===== config.mk =====
export PLATFORM = sky130hd
export DESIGN_NAME = alu_nibble_seq_flat
export DESIGN_NICKNAME = d
export VERILOG_FILES = /design/src/rtl/alu_nibble_seq_pkg.sv /design/src/rtl/alu_nibble_seq_if.sv /design/src/rtl/alu_nibble_seq.sv /design/src/flat_wrapper.sv
export SDC_FILE = /design/constraint.sdc
export NUM_CORES = 1
export LEC_CHECK = 0
export BUFFER_PORTS_ARGS = -buffer_cell sky130_fd_sc_hd__buf_2
export CORE_MARGIN = 2
export CORE_UTILIZATION = 54
export CTS_CLUSTER_SIZE = 10
export DETAILED_ROUTE_END_ITERATION = 6
export PLACE_DENSITY = 0.87
export SLEW_MARGIN = 10
export SYNTH_ARGS = -nofsm -noshare
export SYNTH_HDL_FRONTEND = slang
export SYNTH_SLANG_ARGS = --single-unit
export TNS_END_PERCENT = 50

===== constraint.sdc =====
create_clock -name clk -period 2.5 [get_ports clk]
set_input_delay 0.125 -clock clk [delete_from_list [all_inputs] [get_ports clk]]
set_output_delay 0.125 -clock clk [all_outputs]
set_load 0.01 [all_outputs]

===== src/rtl/alu_nibble_seq_pkg.sv =====
// Shared types and widths for the nibble-serial ALU sequencer.
package alu_seq_pkg;
  localparam int NIBBLE_W = 4;
  localparam int SEL_W    = 4;
  localparam int MODE_W   = 1;

  typedef enum logic [1:0] {
    ST_IDLE = 2'd0,
    ST_RUN  = 2'd1,
    ST_DONE = 2'd2
  } state_t;
endpackage


===== src/rtl/alu_nibble_seq_if.sv =====
// Control-path request/result bus plus the nibble-wide link to the external alu.
// Optional abort input is present when ALU_NIBBLE_SEQ_ABORT_EN is defined.
interface alu_nibble_seq_if #(parameter int NIBBLES = 4);
  import alu_seq_pkg::*;
  localparam int W = NIBBLE_W * NIBBLES;

  logic                start;
  logic [W-1:0]        op_a;
  logic [W-1:0]        op_b;
  logic [SEL_W-1:0]    op_s;
  logic [MODE_W-1:0]   op_m;
  logic                op_cin;
`ifdef ALU_NIBBLE_SEQ_ABORT_EN
  logic                abort;
`endif
  logic                busy;
  logic                done;
  logic [W-1:0]        result;
  logic                cout;
  logic                eqv;

  logic [NIBBLE_W-1:0] alu_a;
  logic [NIBBLE_W-1:0] alu_b;
  logic [SEL_W-1:0]    alu_s;
  logic [MODE_W-1:0]   alu_m;
  logic                alu_cin;
  logic [NIBBLE_W-1:0] alu_f;
  logic                alu_cout;
  logic                alu_eqv;

  // master: control path plus the alu instance; slave: the sequencer
  modport master (
    output start, op_a, op_b, op_s, op_m, op_cin,
`ifdef ALU_NIBBLE_SEQ_ABORT_EN
    output abort,
`endif
    input  busy, done, result, cout, eqv,
    input  alu_a, alu_b, alu_s, alu_m, alu_cin,
    output alu_f, alu_cout, alu_eqv
  );

  modport slave (
    input  start, op_a, op_b, op_s, op_m, op_cin,
`ifdef ALU_NIBBLE_SEQ_ABORT_EN
    input  abort,
`endif
    output busy, done, result, cout, eqv,
    output alu_a, alu_b, alu_s, alu_m, alu_cin,
    input  alu_f, alu_cout, alu_eqv
  );
endinterface


===== src/rtl/alu_nibble_seq.sv =====
// Drives a 4-bit 74181-style alu one nibble per cycle, LSB first, chaining carry.
// Define ALU_NIBBLE_SEQ_ABORT_EN to add an abort input that cancels a running op.
import alu_seq_pkg::*;

module alu_nibble_seq #(
  parameter int NIBBLES = 4
) (
  input logic             clk,
  input logic             rst,
  alu_nibble_seq_if.slave bus
);
  localparam int W     = NIBBLE_W * NIBBLES;
  localparam int IDX_W = (NIBBLES > 1) ? $clog2(NIBBLES) : 1;
  localparam logic [IDX_W-1:0] LAST = IDX_W'(NIBBLES - 1);

  state_t              r_state, w_state_nxt;
  logic [IDX_W-1:0]    r_idx;
  logic [W-1:0]        r_a, r_b, r_shadow, r_result;
  logic [SEL_W-1:0]    r_s;
  logic [MODE_W-1:0]   r_m;
  logic                r_carry, r_eqacc, r_cout, r_eqv;
  logic                w_last, w_abort, w_run;
  logic [W-1:0]        w_shadow_nxt;

  assign w_run  = (r_state == ST_RUN);
  assign w_last = (r_idx == LAST);

`ifdef ALU_NIBBLE_SEQ_ABORT_EN
  assign w_abort = w_run & bus.abort;
`else
  assign w_abort = 1'b0;
`endif

  always_ff @(posedge clk) begin
    if (rst) r_state <= ST_IDLE;
    else     r_state <= w_state_nxt;
  end

  always_comb begin
    w_state_nxt = r_state;
    case (r_state)
      ST_IDLE: if (bus.start) w_state_nxt = ST_RUN;
      ST_RUN: begin
        if (w_abort)     w_state_nxt = ST_IDLE;
        else if (w_last) w_state_nxt = ST_DONE;
      end
      ST_DONE: w_state_nxt = ST_IDLE;
      default: w_state_nxt = ST_IDLE;
    endcase
  end

  // Final nibble merged in so the commit edge sees the complete result.
  always_comb begin
    w_shadow_nxt = r_shadow;
    w_shadow_nxt[NIBBLE_W*r_idx +: NIBBLE_W] = bus.alu_f;
  end

  always_ff @(posedge clk) begin
    if (rst) begin
      r_idx    <= '0;
      r_a      <= '0;
      r_b      <= '0;
      r_s      <= '0;
      r_m      <= '0;
      r_carry  <= 1'b0;
      r_eqacc  <= 1'b0;
      r_shadow <= '0;
      r_result <= '0;
      r_cout   <= 1'b0;
      r_eqv    <= 1'b0;
    end else begin
      case (r_state)
        ST_IDLE: begin
          if (bus.start) begin
            r_a     <= bus.op_a;
            r_b     <= bus.op_b;
            r_s     <= bus.op_s;
            r_m     <= bus.op_m;
            r_carry <= bus.op_cin;
            r_eqacc <= 1'b1;
            r_idx   <= '0;
          end
        end
        ST_RUN: begin
          if (w_abort) begin
            r_idx <= '0;
          end else begin
            r_shadow <= w_shadow_nxt;
            r_carry  <= bus.alu_cout;
            r_eqacc  <= r_eqacc & bus.alu_eqv;
            if (w_last) begin
              r_result <= w_shadow_nxt;
              r_cout   <= bus.alu_cout;
              r_eqv    <= r_eqacc & bus.alu_eqv;
              r_idx    <= '0;
            end else begin
              r_idx <= r_idx + 1'b1;
            end
          end
        end
        default: ;
      endcase
    end
  end

  assign bus.busy    = w_run;
  assign bus.done    = (r_state == ST_DONE);
  assign bus.result  = r_result;
  assign bus.cout    = r_cout;
  assign bus.eqv     = r_eqv;

  // alu link is quiet outside RUN
  assign bus.alu_a   = w_run ? r_a[NIBBLE_W*r_idx +: NIBBLE_W] : '0;
  assign bus.alu_b   = w_run ? r_b[NIBBLE_W*r_idx +: NIBBLE_W] : '0;
  assign bus.alu_s   = w_run ? r_s : '0;
  assign bus.alu_m   = w_run ? r_m : '0;
  assign bus.alu_cin = w_run & r_carry;
endmodule


===== src/flat_wrapper.sv =====
// flat-port wrapper written by rule: the top's interface ports become plain ports
module alu_nibble_seq_flat 
#(
  parameter int NIBBLES = 4
)
  (clk, rst, bus_start, bus_op_a, bus_op_b, bus_op_s, bus_op_m, bus_op_cin, bus_busy, bus_done, bus_result, bus_cout, bus_eqv, bus_alu_a, bus_alu_b, bus_alu_s, bus_alu_m, bus_alu_cin, bus_alu_f, bus_alu_cout, bus_alu_eqv);
  alu_nibble_seq_if #(.NIBBLES(NIBBLES)) bus_i ();
  input logic clk;
  input logic rst;
  input wire logic [$bits(bus_i.start)-1:0] bus_start;
  input wire logic [$bits(bus_i.op_a)-1:0] bus_op_a;
  input wire logic [$bits(bus_i.op_b)-1:0] bus_op_b;
  input wire logic [$bits(bus_i.op_s)-1:0] bus_op_s;
  input wire logic [$bits(bus_i.op_m)-1:0] bus_op_m;
  input wire logic [$bits(bus_i.op_cin)-1:0] bus_op_cin;
  output wire logic [$bits(bus_i.busy)-1:0] bus_busy;
  output wire logic [$bits(bus_i.done)-1:0] bus_done;
  output wire logic [$bits(bus_i.result)-1:0] bus_result;
  output wire logic [$bits(bus_i.cout)-1:0] bus_cout;
  output wire logic [$bits(bus_i.eqv)-1:0] bus_eqv;
  output wire logic [$bits(bus_i.alu_a)-1:0] bus_alu_a;
  output wire logic [$bits(bus_i.alu_b)-1:0] bus_alu_b;
  output wire logic [$bits(bus_i.alu_s)-1:0] bus_alu_s;
  output wire logic [$bits(bus_i.alu_m)-1:0] bus_alu_m;
  output wire logic [$bits(bus_i.alu_cin)-1:0] bus_alu_cin;
  input wire logic [$bits(bus_i.alu_f)-1:0] bus_alu_f;
  input wire logic [$bits(bus_i.alu_cout)-1:0] bus_alu_cout;
  input wire logic [$bits(bus_i.alu_eqv)-1:0] bus_alu_eqv;
  assign bus_i.start = bus_start;
  assign bus_i.op_a = bus_op_a;
  assign bus_i.op_b = bus_op_b;
  assign bus_i.op_s = bus_op_s;
  assign bus_i.op_m = bus_op_m;
  assign bus_i.op_cin = bus_op_cin;
  assign bus_busy = bus_i.busy;
  assign bus_done = bus_i.done;
  assign bus_result = bus_i.result;
  assign bus_cout = bus_i.cout;
  assign bus_eqv = bus_i.eqv;
  assign bus_alu_a = bus_i.alu_a;
  assign bus_alu_b = bus_i.alu_b;
  assign bus_alu_s = bus_i.alu_s;
  assign bus_alu_m = bus_i.alu_m;
  assign bus_alu_cin = bus_i.alu_cin;
  assign bus_i.alu_f = bus_alu_f;
  assign bus_i.alu_cout = bus_alu_cout;
  assign bus_i.alu_eqv = bus_alu_eqv;
  alu_nibble_seq #(.NIBBLES(NIBBLES)) u_core (.clk(clk), .rst(rst), .bus(bus_i));
endmodule

Yosys cells after proc, flatten, opt, wreduce, memory -nomap -nowiden:

Cells that the tools add are included.

* register bits after elaboration: 77
* output and inout bits: 34
* logic and storage cells: 46

* $add $sub $neg: 2
* eq/ne operators: 5
* shift operators: 4
* mux-type cells: 15
* bitwise logic cells: 2
* reductions and logical operators: 6

Operators by type and width (count)
* negation 4 -> 34 bit: 1
* variable shift 4 x 34 -> 16 bit (first input constant): 1
* indexed part select 4 x 34 -> 16 bit: 1
* indexed part select 16 x 5 -> 4 bit: 2
* bitwise mux 16 bit: 1
* 2-to-1 mux 4 bit: 3
* 2-to-1 mux 2 bit: 4
* case mux 2 bit (2 select lines): 2
* AND reduction 2 bit: 4
* equality test 2 bit (second input constant): 2
* case mux 1 bit (2 select lines): 2
* 2-to-1 mux 1 bit: 3
* adder 2 x 1 -> 2 bit (second input constant): 1
* AND 1 bit: 2
* equality test 2 x 1 -> 1 bit (second input constant): 1
* zero test 2 bit: 1
* inequality test 2 x 1 -> 1 bit (second input constant): 1
* inequality test 2 bit (second input constant): 1
* nonzero test 2 bit: 1

Logic depth before layout (Yosys ltp):

Gate-level depths: netlist (run 1).

* depth after elaboration: 3
* mapped depth: 10
* gate-level depth less buffers: 5

Worst setup path before layout (run 1):

No wires, ideal clock.

* path type: reg2reg
* start: reg u_core.r_idx[0]
* end: reg u_core.r_result[12] (netlist: u_core.bus.result[12])
* setup time: 0.091 ns
* data arrival time: 1.992 ns
* setup slack: 0.417 ns
* stages on the path, launching flop included: 10
* path buffers: 4
* period minus slack after synthesis: 2.083 ns
* path through: dfxtp_1 -> buf_6 -> buf_8 -> buf_2 -> inv_1 -> ha_1 -> clkbuf_1 -> nor3b_1 -> nand3_1 -> a311oi_1

* longest elaborated chain between the ends: 3
* elaborated cells between the ends (all ways): 6

Ends and longest elaborated chain
* from (decl): RTL line alu_nibble_seq.sv:17 `logic [IDX_W-1:0] r_idx;`
* from (signal assigned): RTL line alu_nibble_seq.sv:97 `r_idx <= r_idx + 1'b1;`
* negation 4 -> 34 bit: RTL line alu_nibble_seq.sv:55 `w_shadow_nxt[NIBBLE_W*r_idx +: NIBBLE_W] = bus.alu_f;`
* indexed part select 4 x 34 -> 16 bit / variable shift 4 x 34 -> 16 bit (equally long branches): RTL line alu_nibble_seq.sv:55
* bitwise mux 16 bit: RTL line alu_nibble_seq.sv:55
* to (signal assigned): RTL line alu_nibble_seq.sv:92 `r_result <= w_shadow_nxt;`
* to (decl): RTL line alu_nibble_seq.sv:18 `logic [W-1:0] r_a, r_b, r_shadow, r_result;`

Parallel ways exist; a longest one is shown, timed or not.
A chain may end at the register's enable or synchronous reset.

Final worst setup path (run 1):

* start: reg u_core.r_state[0]
* end: out bus_alu_b[3]

* longest elaborated chain between the ends: 2

Ends and longest elaborated chain
* from (decl): RTL line alu_nibble_seq.sv:16 `state_t r_state, w_state_nxt;`
* from (signal assigned): RTL line alu_nibble_seq.sv:36 `else r_state <= w_state_nxt;`
* equality test 2 x 1 -> 1 bit: RTL line alu_nibble_seq.sv:25 `assign w_run = (r_state == ST_RUN);`
* 2-to-1 mux 4 bit: RTL line alu_nibble_seq.sv:114 `assign bus.alu_b = w_run ? r_b[NIBBLE_W*r_idx +: NIBBLE_W] : '0;`
* to (decl): RTL line flat_wrapper.sv:22 `output wire logic [$bits(bus_i.alu_b)-1:0] bus_alu_b;`

No other way between the ends.

==> flow_summary.json, run 1 <==
{
  "outcome": "finished clean",
  "cts_sinks": 77,
  "syn_avg_cell_area_sq_um": 9.71,
  "tritoncts_clock_tree": "built",
  "route.detailed.drc": 0,
  "vias": 2936,
  "postSynthRegisterBits": 77,
  "worst_pin_slew_ns": 0.710,
  "vias_in_the_first_global_route": 2695,
  "final.min_clock_period_ns": 2.27,
  "finalMaxSlewViolations": 0,
  "grt_max_degree": 42,
  "finish.utilization": 0.647,
  "final.setup.tns_ns": 0,
  "synth_warnings": 0,
  "cells_traversed_along_the_worst_timing_path": "nand2b_1 > inv_1 > and2_1 > buf_2",
  "synthToLayoutAreaGrowth_pct": 15.5,
  "setup_viol": 0,
  "placement_rows": 29,
  "hpwlAfterDp_um": 5560,
  "hp-class": "primary input to register",
  "rsz_0062_raised_after_global_routing": "false",
  "startpoint_type": "register",
  "grt_use_met1": 0.284,
  "ant_nets": 0,
  "fmaxAchievable_mhz": 441,
  "post_cts.repair.setup_buffers": 0,
  "power_per_cell_area_nw_per_um2": 617,
  "dominantRegCellSynth": "sky130_fd_sc_hd__dfxtp_1",
  "critPathMaxFanout": 22,
  "netlist_area_sq_um": 3550,
  "grt_overflow_total": 0,
  "synth_cell_types": 36,
  "fin_crit_sh": 0.907,
  "synth_cells": 366,
  "clk_pin_slew_worst_paths_ns": 0.08,
  "cts-root-to-sink-buffers": 2,
  "number_of_enable_flip_flop_cells_after_synthesis": 0,
  "chipWidth_um": 85.1,
  "die_area_sq_um": 7250,
  "kind_of_cell_adding_the_most_delay_to_the_critical_path": "buffers and inverters",
  "drt-pass1-iter-count": 4,
  "grt_most_used_layer": "met2",
  "cts-buffers-inserted": 9,
  "critPathBufInv": 2,
  "slew_headroom": 0.526,
  "diodes": 0,
  "worst_ep_arrival_time_ns": 2.14,
  "worst_clock_skew_ns": 0.00537,
  "drt_first_iter_violations": 192,
  "setup_crit_end_kind": "primary output",
  "worst_supply_voltage_drop_on_vdd_uv": 403,
  "final_hold_viols": 0,
  "post_cts.resized_instances": 0,
  "nNetsFinal": 486,
  "grt_util_met2": 0.372,
  "critical_path_class": "register to primary output",
  "syn-num-nets": 419,
  "post_layout_total_power_w": 0.00253,
  "grt_util_all_layers": 0.227,
  "finalWirelength_um": 7960,
  "critical_path_required_ns": 2.38,
  "placement.io_buffers": 80,
  "fp.dieH_um": 85.1,
  "detail_route.vias_per_cell": 5.70,
  "cp_slowest_cell": "sky130_fd_sc_hd__dfxtp_1",
  "grt_first_pass_wirelength_um": 13100,
  "average_wire_length_per_cell_after_detail_routing_um": 15.5,
  "drive_gt1_frac": 0.237,
  "peak_per_stage_delay_on_the_critical_path_ns": 0.62,
  "num_io_pins": 81,
  "async_reset_ff_frac": 0,
  "clk-insertion-delay-late_ns": 0.35,
  "place.gp.congestion": 0.843,
  "max_cap_viol_count": 0,
  "grt_antenna_before_repair": 0,
  "hold_buffers": 1,
  "clk_root_buffer_cell": "sky130_fd_sc_hd__clkbuf_8",
  "core_area_sq_um": 6350,
  "leakage_nw": 1.77,
  "use_met3": 0.0720,
  "ctsHtreeMaxLevel": 3,
  "synth_sequential_area_ratio": 0.434,
  "initial_utilization": 0.560
}
-- worst register-to-register path, cell delays in order, from the launching register on --
cell,delay (ns)
sky130_fd_sc_hd__dfxtp_1,0.56
sky130_fd_sc_hd__inv_1,0.21
sky130_fd_sc_hd__ha_1,0.40
sky130_fd_sc_hd__nor4b_4,0.61
sky130_fd_sc_hd__nand4_1,0.16
sky130_fd_sc_hd__a21oi_1,0.18
-- routing by layer --
layer / share of wire / vias to the layer above
li1: - / 1428
met1: 0.43 / 1394
met2: 0.49 / 107
met3: 0.074 / 7
met4: 0.0098 / 0
met5: 0 / -
-- sequential cells by signal (all words and copies together) (netlist names) --
name / cells
u_core.r_eqacc: 1
u_core.bus.eqv: 1
u_core.r_state: 2
u_core.r_shadow: 16
u_core.bus.cout: 1
u_core.r_m: 1
u_core.bus.result: 16
u_core.r_a: 16
u_core.r_carry: 1
u_core.r_idx: 2
u_core.r_s: 4
u_core.r_b: 16
-- power by group --
part	switching, W	internal [W]
sequential	0.0000321	0.00128
combinational	0.000165	0.000140
clock	0.000430	0.000492
-- stage by stage --
| stage | worst slack (ns) | cells | hold slack [ns] | instance area [sq um] |
|---|---|---|---|---|
| after global placement | 0.506 | 498 | 0.357 | 3910 |
| after CTS | 0.247 | 515 | 0.00218 | 4110 |
| after global routing | 0.129 | 515 | 0.00813 | 4110 |
| after floorplan | 0.417 | 366 | 0.261 | 3550 |
| final | 0.233 | 515 | 0.00475 | 4110 |
| after detailed placement | 0.367 | 498 | 0.368 | 3910 |
-- final cells by class --
| type | count | area (sq um) |
|---|---|---|
| sequential | 77 | 1540 |
| multi-input combinational | 252 | 1790 |
| clock inverter | 1 | 30.0 |
| inverter | 6 | 22.5 |
| clock buffer | 15 | 156 |
| tap | 77 | 96.3 |
| fill | 509 | 2240 |
| timing repair buffer | 87 | 468 |
-- synthesized netlist by cell type, types with 3 or more instances --
cell type,count,area (sq um)
sky130_fd_sc_hd__nor3_1,4,20.0
sky130_fd_sc_hd__nand3b_1,5,37.5
sky130_fd_sc_hd__nand4_1,11,68.8
sky130_fd_sc_hd__buf_8,4,60.1
sky130_fd_sc_hd__nor2b_1,5,31.3
sky130_fd_sc_hd__inv_1,6,22.5
sky130_fd_sc_hd__a21oi_1,19,95.1
sky130_fd_sc_hd__a221oi_1,4,35.0
sky130_fd_sc_hd__mux4_1,8,210
sky130_fd_sc_hd__a211oi_1,4,30.0
sky130_fd_sc_hd__a22oi_1,3,22.5
sky130_fd_sc_hd__and4bb_2,3,37.5
sky130_fd_sc_hd__mux2i_1,37,370
sky130_fd_sc_hd__nor2_1,69,259
sky130_fd_sc_hd__ha_1,6,75.1
sky130_fd_sc_hd__a311oi_1,8,70.1
sky130_fd_sc_hd__and2_1,16,100
sky130_fd_sc_hd__nand2_1,14,52.6
sky130_fd_sc_hd__dfxtp_1,77,1540
sky130_fd_sc_hd__nand2b_1,10,62.6
sky130_fd_sc_hd__buf_4,5,37.5
sky130_fd_sc_hd__a32oi_1,6,52.6
sky130_fd_sc_hd__nand3_1,10,50.1
sky130_fd_sc_hd__buf_2,7,35.0
sky130_fd_sc_hd__clkbuf_1,12,45.0
-- worst paths after layout --
kind                                         from             endpoint  slack [ns]  depth (start not counted)
worst max-delay path            u_core.r_state[0]         bus_alu_b[3]        0.23                          4
worst min-delay path                  bus_op_a[3]        u_core.r_a[3]       0.005                          3
worst max register to register    u_core.r_idx[0]  u_core.r_shadow[14]        0.30                          5
worst min register to register    u_core.bus.cout      u_core.bus.cout        0.46                          2
-- cell usage in the layout (no fill, tap or decap), types with 3 or more instances in the layout --
cell type,count
sky130_fd_sc_hd__a211oi_1,4
sky130_fd_sc_hd__a21oi_1,19
sky130_fd_sc_hd__a221oi_1,4
sky130_fd_sc_hd__a22oi_1,3
sky130_fd_sc_hd__a311oi_1,8
sky130_fd_sc_hd__a32oi_1,6
sky130_fd_sc_hd__and2_1,16
sky130_fd_sc_hd__and4bb_2,3
sky130_fd_sc_hd__buf_2,80
sky130_fd_sc_hd__buf_4,5
sky130_fd_sc_hd__clkbuf_1,5
sky130_fd_sc_hd__clkbuf_8,10
sky130_fd_sc_hd__dfxtp_1,77
sky130_fd_sc_hd__ha_1,6
sky130_fd_sc_hd__inv_1,6
sky130_fd_sc_hd__mux2i_1,37
sky130_fd_sc_hd__mux4_1,8
sky130_fd_sc_hd__nand2_1,14
sky130_fd_sc_hd__nand2b_1,10
sky130_fd_sc_hd__nand3_1,10
sky130_fd_sc_hd__nand3b_1,5
sky130_fd_sc_hd__nand4_1,11
sky130_fd_sc_hd__nor2_1,69
sky130_fd_sc_hd__nor2b_1,5
sky130_fd_sc_hd__nor3_1,4
-- cell families (layout without fill, tap and decap cells) --
logic type,after synthesis,in the layout,synth area share
fa+ha+maj,6,6,0.0211
buf+inv,37,109,0.0637
flops,77,77,0.434
simple gates,154,154,0.226
mux,45,45,0.163
compound gates,47,47,0.0926
Power figures use the tool's default switching activity.
==> inputs of run 2 (changes only) <==
--- a/config.mk
+++ b/config.mk
@@ -7,10 +7,11 @@
 export LEC_CHECK = 0
 export BUFFER_PORTS_ARGS = -buffer_cell sky130_fd_sc_hd__buf_2
 export CORE_MARGIN = 2
-export CORE_UTILIZATION = 54
+export CORE_UTILIZATION = 55
+export CTS_BUF_LIST = sky130_fd_sc_hd__clkbuf_4 sky130_fd_sc_hd__clkbuf_8
 export CTS_CLUSTER_SIZE = 10
 export DETAILED_ROUTE_END_ITERATION = 6
-export PLACE_DENSITY = 0.87
+export PLACE_DENSITY = 0.88
 export SLEW_MARGIN = 10
 export SYNTH_ARGS = -nofsm -noshare
 export SYNTH_HDL_FRONTEND = slang
==> run 2 against run 1 <==
Against the previous run: combinational power grew 7.5%; non-clock buffer count grew 17; worst hold slack better by 0.0065 ns; critical path type unchanged.
==> flow_summary.json, run 2 (synthesis gave the netlist of run 1 again) <==
{
  "chipWidth_um": 84.4,
  "layout.filler_cells": 492,
  "dpl-instance-area_sq_um": 3900,
  "route.detailed.drc": 0,
  "placement_rows": 29,
  "post_cts.repair.setup_buffers": 0,
  "setup_viol": 0,
  "num_io_pins": 81,
  "setup_crit_end_kind": "primary output",
  "fin_crit_sh": 0.906,
  "clk_root_buffer_cell": "sky130_fd_sc_hd__clkbuf_8",
  "layout.cells.most_common": "sky130_fd_sc_hd__buf_2",
  "timing.hold.ws_ns": 0.0113,
  "hold_buffers": 19,
  "worst_supply_voltage_drop_on_vdd_uv": 619,
  "cts-root-to-sink-buffers": 2,
  "synthToLayoutAreaGrowth_pct": 21.3,
  "grt_first_pass_wirelength_um": 13300,
  "drt-pass1-iter-count": 4,
  "finalMaxSlewViolations": 0,
  "finalWirelength_um": 8110,
  "final.setup.tns_ns": 0,
  "initial_utilization": 0.563,
  "slew_headroom": 0.493,
  "nNetsFinal": 503,
  "sequential_cell_area_sq_um": 1540,
  "critPathMaxFanout": 22,
  "critical_path_class": "register to primary output",
  "rrSetupSlack_ns": 0.63,
  "die_area_sq_um": 7120,
  "hpwlAfterDp_um": 5210,
  "vias": 2942,
  "average_wire_length_per_cell_after_detail_routing_um": 15.3,
  "drive_gt1_frac": 0.236,
  "ctsHtreeMaxLevel": 3,
  "multiInputGateArea_sq_um": 1790,
  "post_cts.resized_instances": 0,
  "core_area_sq_um": 6310,
  "fmaxAchievable_mhz": 442,
  "grt_max_degree": 42,
  "clk-insertion-delay-late_ns": 0.36,
  "tritoncts_clock_tree": "built",
  "dp_slack_ns": 0.687,
  "diodes": 0,
  "power_per_cell_area_nw_per_um2": 618,
  "drt_first_iter_violations": 186,
  "vias_in_the_first_global_route": 2890,
  "final_hold_viols": 0,
  "placement.io_buffers": 80,
  "grt_util_all_layers": 0.235,
  "layout.cells.most_common_list": "sky130_fd_sc_hd__buf_2, sky130_fd_sc_hd__dfxtp_1, sky130_fd_sc_hd__nor2_1, sky130_fd_sc_hd__mux2i_1",
  "layout_setup_ws_ns": 0.235,
  "worst_clock_skew_ns": 0.00971,
  "grt_overflow_total": 0,
  "rsz_0062_raised_after_global_routing": "false",
  "final.min_clock_period_ns": 2.26,
  "worst_pin_slew_ns": 0.761,
  "finish.utilization": 0.683,
  "outcome": "finished clean",
  "grt_antenna_before_repair": 0,
  "place.gp.congestion": 0.822,
  "worst_ep_arrival_time_ns": 2.14,
  "hp-class": "primary input to register",
  "clk_pin_slew_worst_paths_ns": 0.08,
  "cts-buffers-inserted": 9,
  "startpoint_type": "register",
  "detail_route.vias_per_cell": 5.54,
  "cts_sinks": 77,
  "ant_nets": 0,
  "max_cap_viol_count": 0,
  "fp.dieH_um": 84.4,
  "leakage_nw": 1.85,
  "critical_path_required_ns": 2.38,
  "finalInstanceArea_sq_um": 4310
}
[run 2: cell count changes in the layout (fill, tap and decap cells not counted), sizes merged]
| cell | delta |
|---|---|
| buf | -1 |
| clkinvlp | +1 |
| clkbuf | -4 |
| bufinv | +1 |
| clkinv | +1 |
| dlygate4sd3 | +18 |
[run 2: power breakdown]
group / internal [W] / switching (W) / total (W) / leakage (nW)
logic: 0.000157 / 0.000172 / 0.000329 / 1.12
registers: 0.00127 / 0.0000292 / 0.00130 / 0.628
clock network: 0.000593 / 0.000437 / 0.00103 / 0.109
[run 2: worst max-delay path, stage by stage (launching register included)]
cell and delay [ns]:
sky130_fd_sc_hd__dfxtp_1 0.64, sky130_fd_sc_hd__nand2b_1 0.19, sky130_fd_sc_hd__inv_1 0.56, sky130_fd_sc_hd__and2_1 0.24
sky130_fd_sc_hd__buf_2 0.14
[run 2: layer usage]
layer / vias up / wire length, um / track usage / part of all wire
met4: 0 / 130 / 0.0794 / 0.016
li1: 1461 / - / - / -
met2: 90 / 3960 / 0.403 / 0.49
met1: 1377 / 3430 / 0.271 / 0.42
met5: - / 0 / 0 / 0
met3: 14 / 595 / 0.0895 / 0.073
[run 2: cell type report]
| type | instances | area share |
|---|---|---|
| clock buffer | 11 | 0.0337 |
| tap | 77 | 0.0224 |
| inverter | 6 | 0.00522 |
| timing repair buffer | 104 | 0.149 |
| multi-input combinational | 252 | 0.416 |
| sequential | 77 | 0.358 |
| clock inverter | 4 | 0.0168 |
[run 2: final timing paths]
kind / from / to / cells past startpoint
worst max register to register: u_core.r_idx[0] / u_core.bus.result[12] / 5
worst min register to register: u_core.r_shadow[11] / u_core.r_shadow[11] / 2
worst max-delay path: u_core.r_state[0] / bus_alu_s[3] / 4
worst min-delay path: bus_op_b[13] / u_core.r_b[13] / 3
[run 2: per-stage QoR]
stage / power (W) / cells
2_1_floorplan: 0.00155 / 366
3_3_place_gp: 0.00162 / 497
3_5_place_dp: 0.00163 / 497
4_1_cts: 0.00267 / 531
5_1_grt: 0.00276 / 531
6_report: 0.00266 / 531
==> inputs of run 3 (changes only) <==
==> constraint.sdc (replaced) <==
create_clock -name clk -period 2.5 [get_ports clk]
set_input_delay 0 -clock clk [delete_from_list [all_inputs] [get_ports clk]]
set_output_delay 0 -clock clk [all_outputs]
set_load 0.01 [all_outputs]
==> run 3 against run 2 <==
Against the previous run: global-route usage up 2.5 points; clock-buffer cell count up 1; first-iteration DRC count up 55%; final cell count up 6.4%; core utilization up 4.7 points; die area unchanged; non-clock buffer count up 33; total power down 3.5%; critical path type is now register to register; largest power group unchanged; highest routed layer unchanged.
==> flow_summary.json, run 3 (synthesis gave the netlist of run 1 again) <==
{
  "worst_clock_skew_ns": 0.00760,
  "drive_gt1_frac": 0.221,
  "clk-insertion-delay-late_ns": 0.36,
  "layout.cells.most_common": "sky130_fd_sc_hd__buf_2",
  "post_layout_total_power_w": 0.00257,
  "met2_wirelength_um": 4650,
  "die_area_sq_um": 7120,
  "detail_route.vias_per_cell": 5.59,
  "fmaxAchievable_mhz": 442,
  "chipWidth_um": 84.4,
  "wl_met3_um": 565,
  "critPathMaxFanout": 37,
  "worst_ep_arrival_time_ns": 2.51,
  "grt_overflow_total": 0,
  "average_wire_length_per_cell_after_detail_routing_um": 16.2,
  "synthToLayoutAreaGrowth_pct": 29.5,
  "dpl-instance-area_sq_um": 3900,
  "place.gp.congestion": 0.811,
  "grt_util_all_layers": 0.260,
  "grt_antenna_before_repair": 0,
  "grt_max_degree": 69,
  "setup_viol": 0,
  "timing.hold.ws_ns": 0.134,
  "max_cap_viol_count": 0,
  "fp.dieH_um": 84.4,
  "critical_path_required_ns": 2.75,
  "finalWirelength_um": 9140,
  "clk_pin_slew_worst_paths_ns": 0.08,
  "outcome": "finished clean",
  "sequential_cell_area_sq_um": 1540,
  "placement.io_buffers": 80,
  "placement_rows": 29,
  "hpwlAfterDp_um": 5150,
  "initial_utilization": 0.563,
  "slew_headroom": 0.555,
  "finalInstanceArea_sq_um": 4600,
  "diodes": 0,
  "vias_in_the_first_global_route": 3172,
  "finish.utilization": 0.729,
  "grt_first_pass_wirelength_um": 14800,
  "rsz_0062_raised_after_global_routing": "false",
  "final.setup.tns_ns": 0,
  "clk_root_buffer_cell": "sky130_fd_sc_hd__clkbuf_8",
  "worst_r2r_path_depth": 5,
  "post_cts.repair.setup_buffers": 0,
  "hp-class": "primary input to register",
  "setup_crit_end_kind": "register",
  "critical_path_class": "register to register",
  "drt-pass1-iter-count": 4,
  "tritoncts_clock_tree": "built",
  "route.detailed.drc": 0,
  "cts_sinks": 77,
  "met1Wirelength_um": 3770,
  "hold_path_depth": 3,
  "worst_supply_voltage_drop_on_vdd_uv": 375,
  "num_io_pins": 81,
  "drt_first_iter_violations": 288,
  "finalMaxSlewViolations": 0,
  "maxUsedRoutingLayer": "met4",
  "layout.filler_cells": 429,
  "power_per_cell_area_nw_per_um2": 558,
  "leakage_nw": 2.00,
  "fin_crit_sh": 0.905,
  "final_hold_viols": 0,
  "vias": 3161,
  "final.min_clock_period_ns": 2.26,
  "layout.cells.most_common_list": "sky130_fd_sc_hd__buf_2, sky130_fd_sc_hd__dfxtp_1, sky130_fd_sc_hd__nor2_1, sky130_fd_sc_hd__dlygate4sd3_1, sky130_fd_sc_hd__mux2i_1",
  "nNetsFinal": 536,
  "ant_nets": 0,
  "core_area_sq_um": 6310,
  "cts-root-to-sink-buffers": 2,
  "worst_pin_slew_ns": 0.667,
  "cts-buffers-inserted": 9,
  "ctsHtreeMaxLevel": 3,
  "multiInputGateArea_sq_um": 1790,
  "startpoint_type": "register"
}
==> run 3: layout make-up <==
cell class | count | area share
well taps | 77 | 0.0209
clock buffers | 12 | 0.0345
clock inverters | 4 | 0.00489
multi-input cells | 252 | 0.389
inverters | 6 | 0.00489
flip-flops and latches | 77 | 0.335
repair buffers | 137 | 0.211
==> run 3: through the flow <==
stage	worst slack, ns	instances
after floorplan	0.417	366
after global placement	0.749	497
after detailed placement	0.651	497
after CTS	0.310	565
after global routing	0.143	565
final	0.238	565
==> run 3: timing repair <==
action / in CTS / in global routing
resized for setup: 0 / 0
hold buffers: 52 / 0
hold endpoints to repair: 52 / 0
==> run 3: path summary, 6_finish.rpt <==
check / slack, ns / startpoint / endpoint
max: 0.24 / u_core.r_state[1] / u_core.r_a[5]
min: 0.13 / rst / u_core.r_carry
max reg2reg: 0.24 / u_core.r_state[1] / u_core.r_a[5]
min reg2reg: 0.46 / u_core.bus.eqv / u_core.bus.eqv
==> run 3: metal layers <==
layer,global-route usage,vias up
li1,-,1525
met1,0.304,1506
met2,0.461,112
met3,0.0551,18
met4,0.111,0
met5,0,-
==> run 3: worst max-delay path, stage by stage, from the launching register on <==
cell	delay, ns
sky130_fd_sc_hd__dfxtp_1	0.48
sky130_fd_sc_hd__nor3b_2	0.23
sky130_fd_sc_hd__buf_4	0.52
sky130_fd_sc_hd__mux2i_1	0.29
sky130_fd_sc_hd__nor2_1	0.05
sky130_fd_sc_hd__dlygate4sd3_1	0.56
==> run 3: where the power goes <==
| part | leakage, nW | internal (W) | switching (W) |
|---|---|---|---|
| Sequential | 0.628 | 0.00127 | 0.0000305 |
| Clock | 0.0956 | 0.000421 | 0.000463 |
| Combinational | 1.27 | 0.000193 | 0.000188 |
| Total | 2.00 | 0.00189 | 0.000682 |
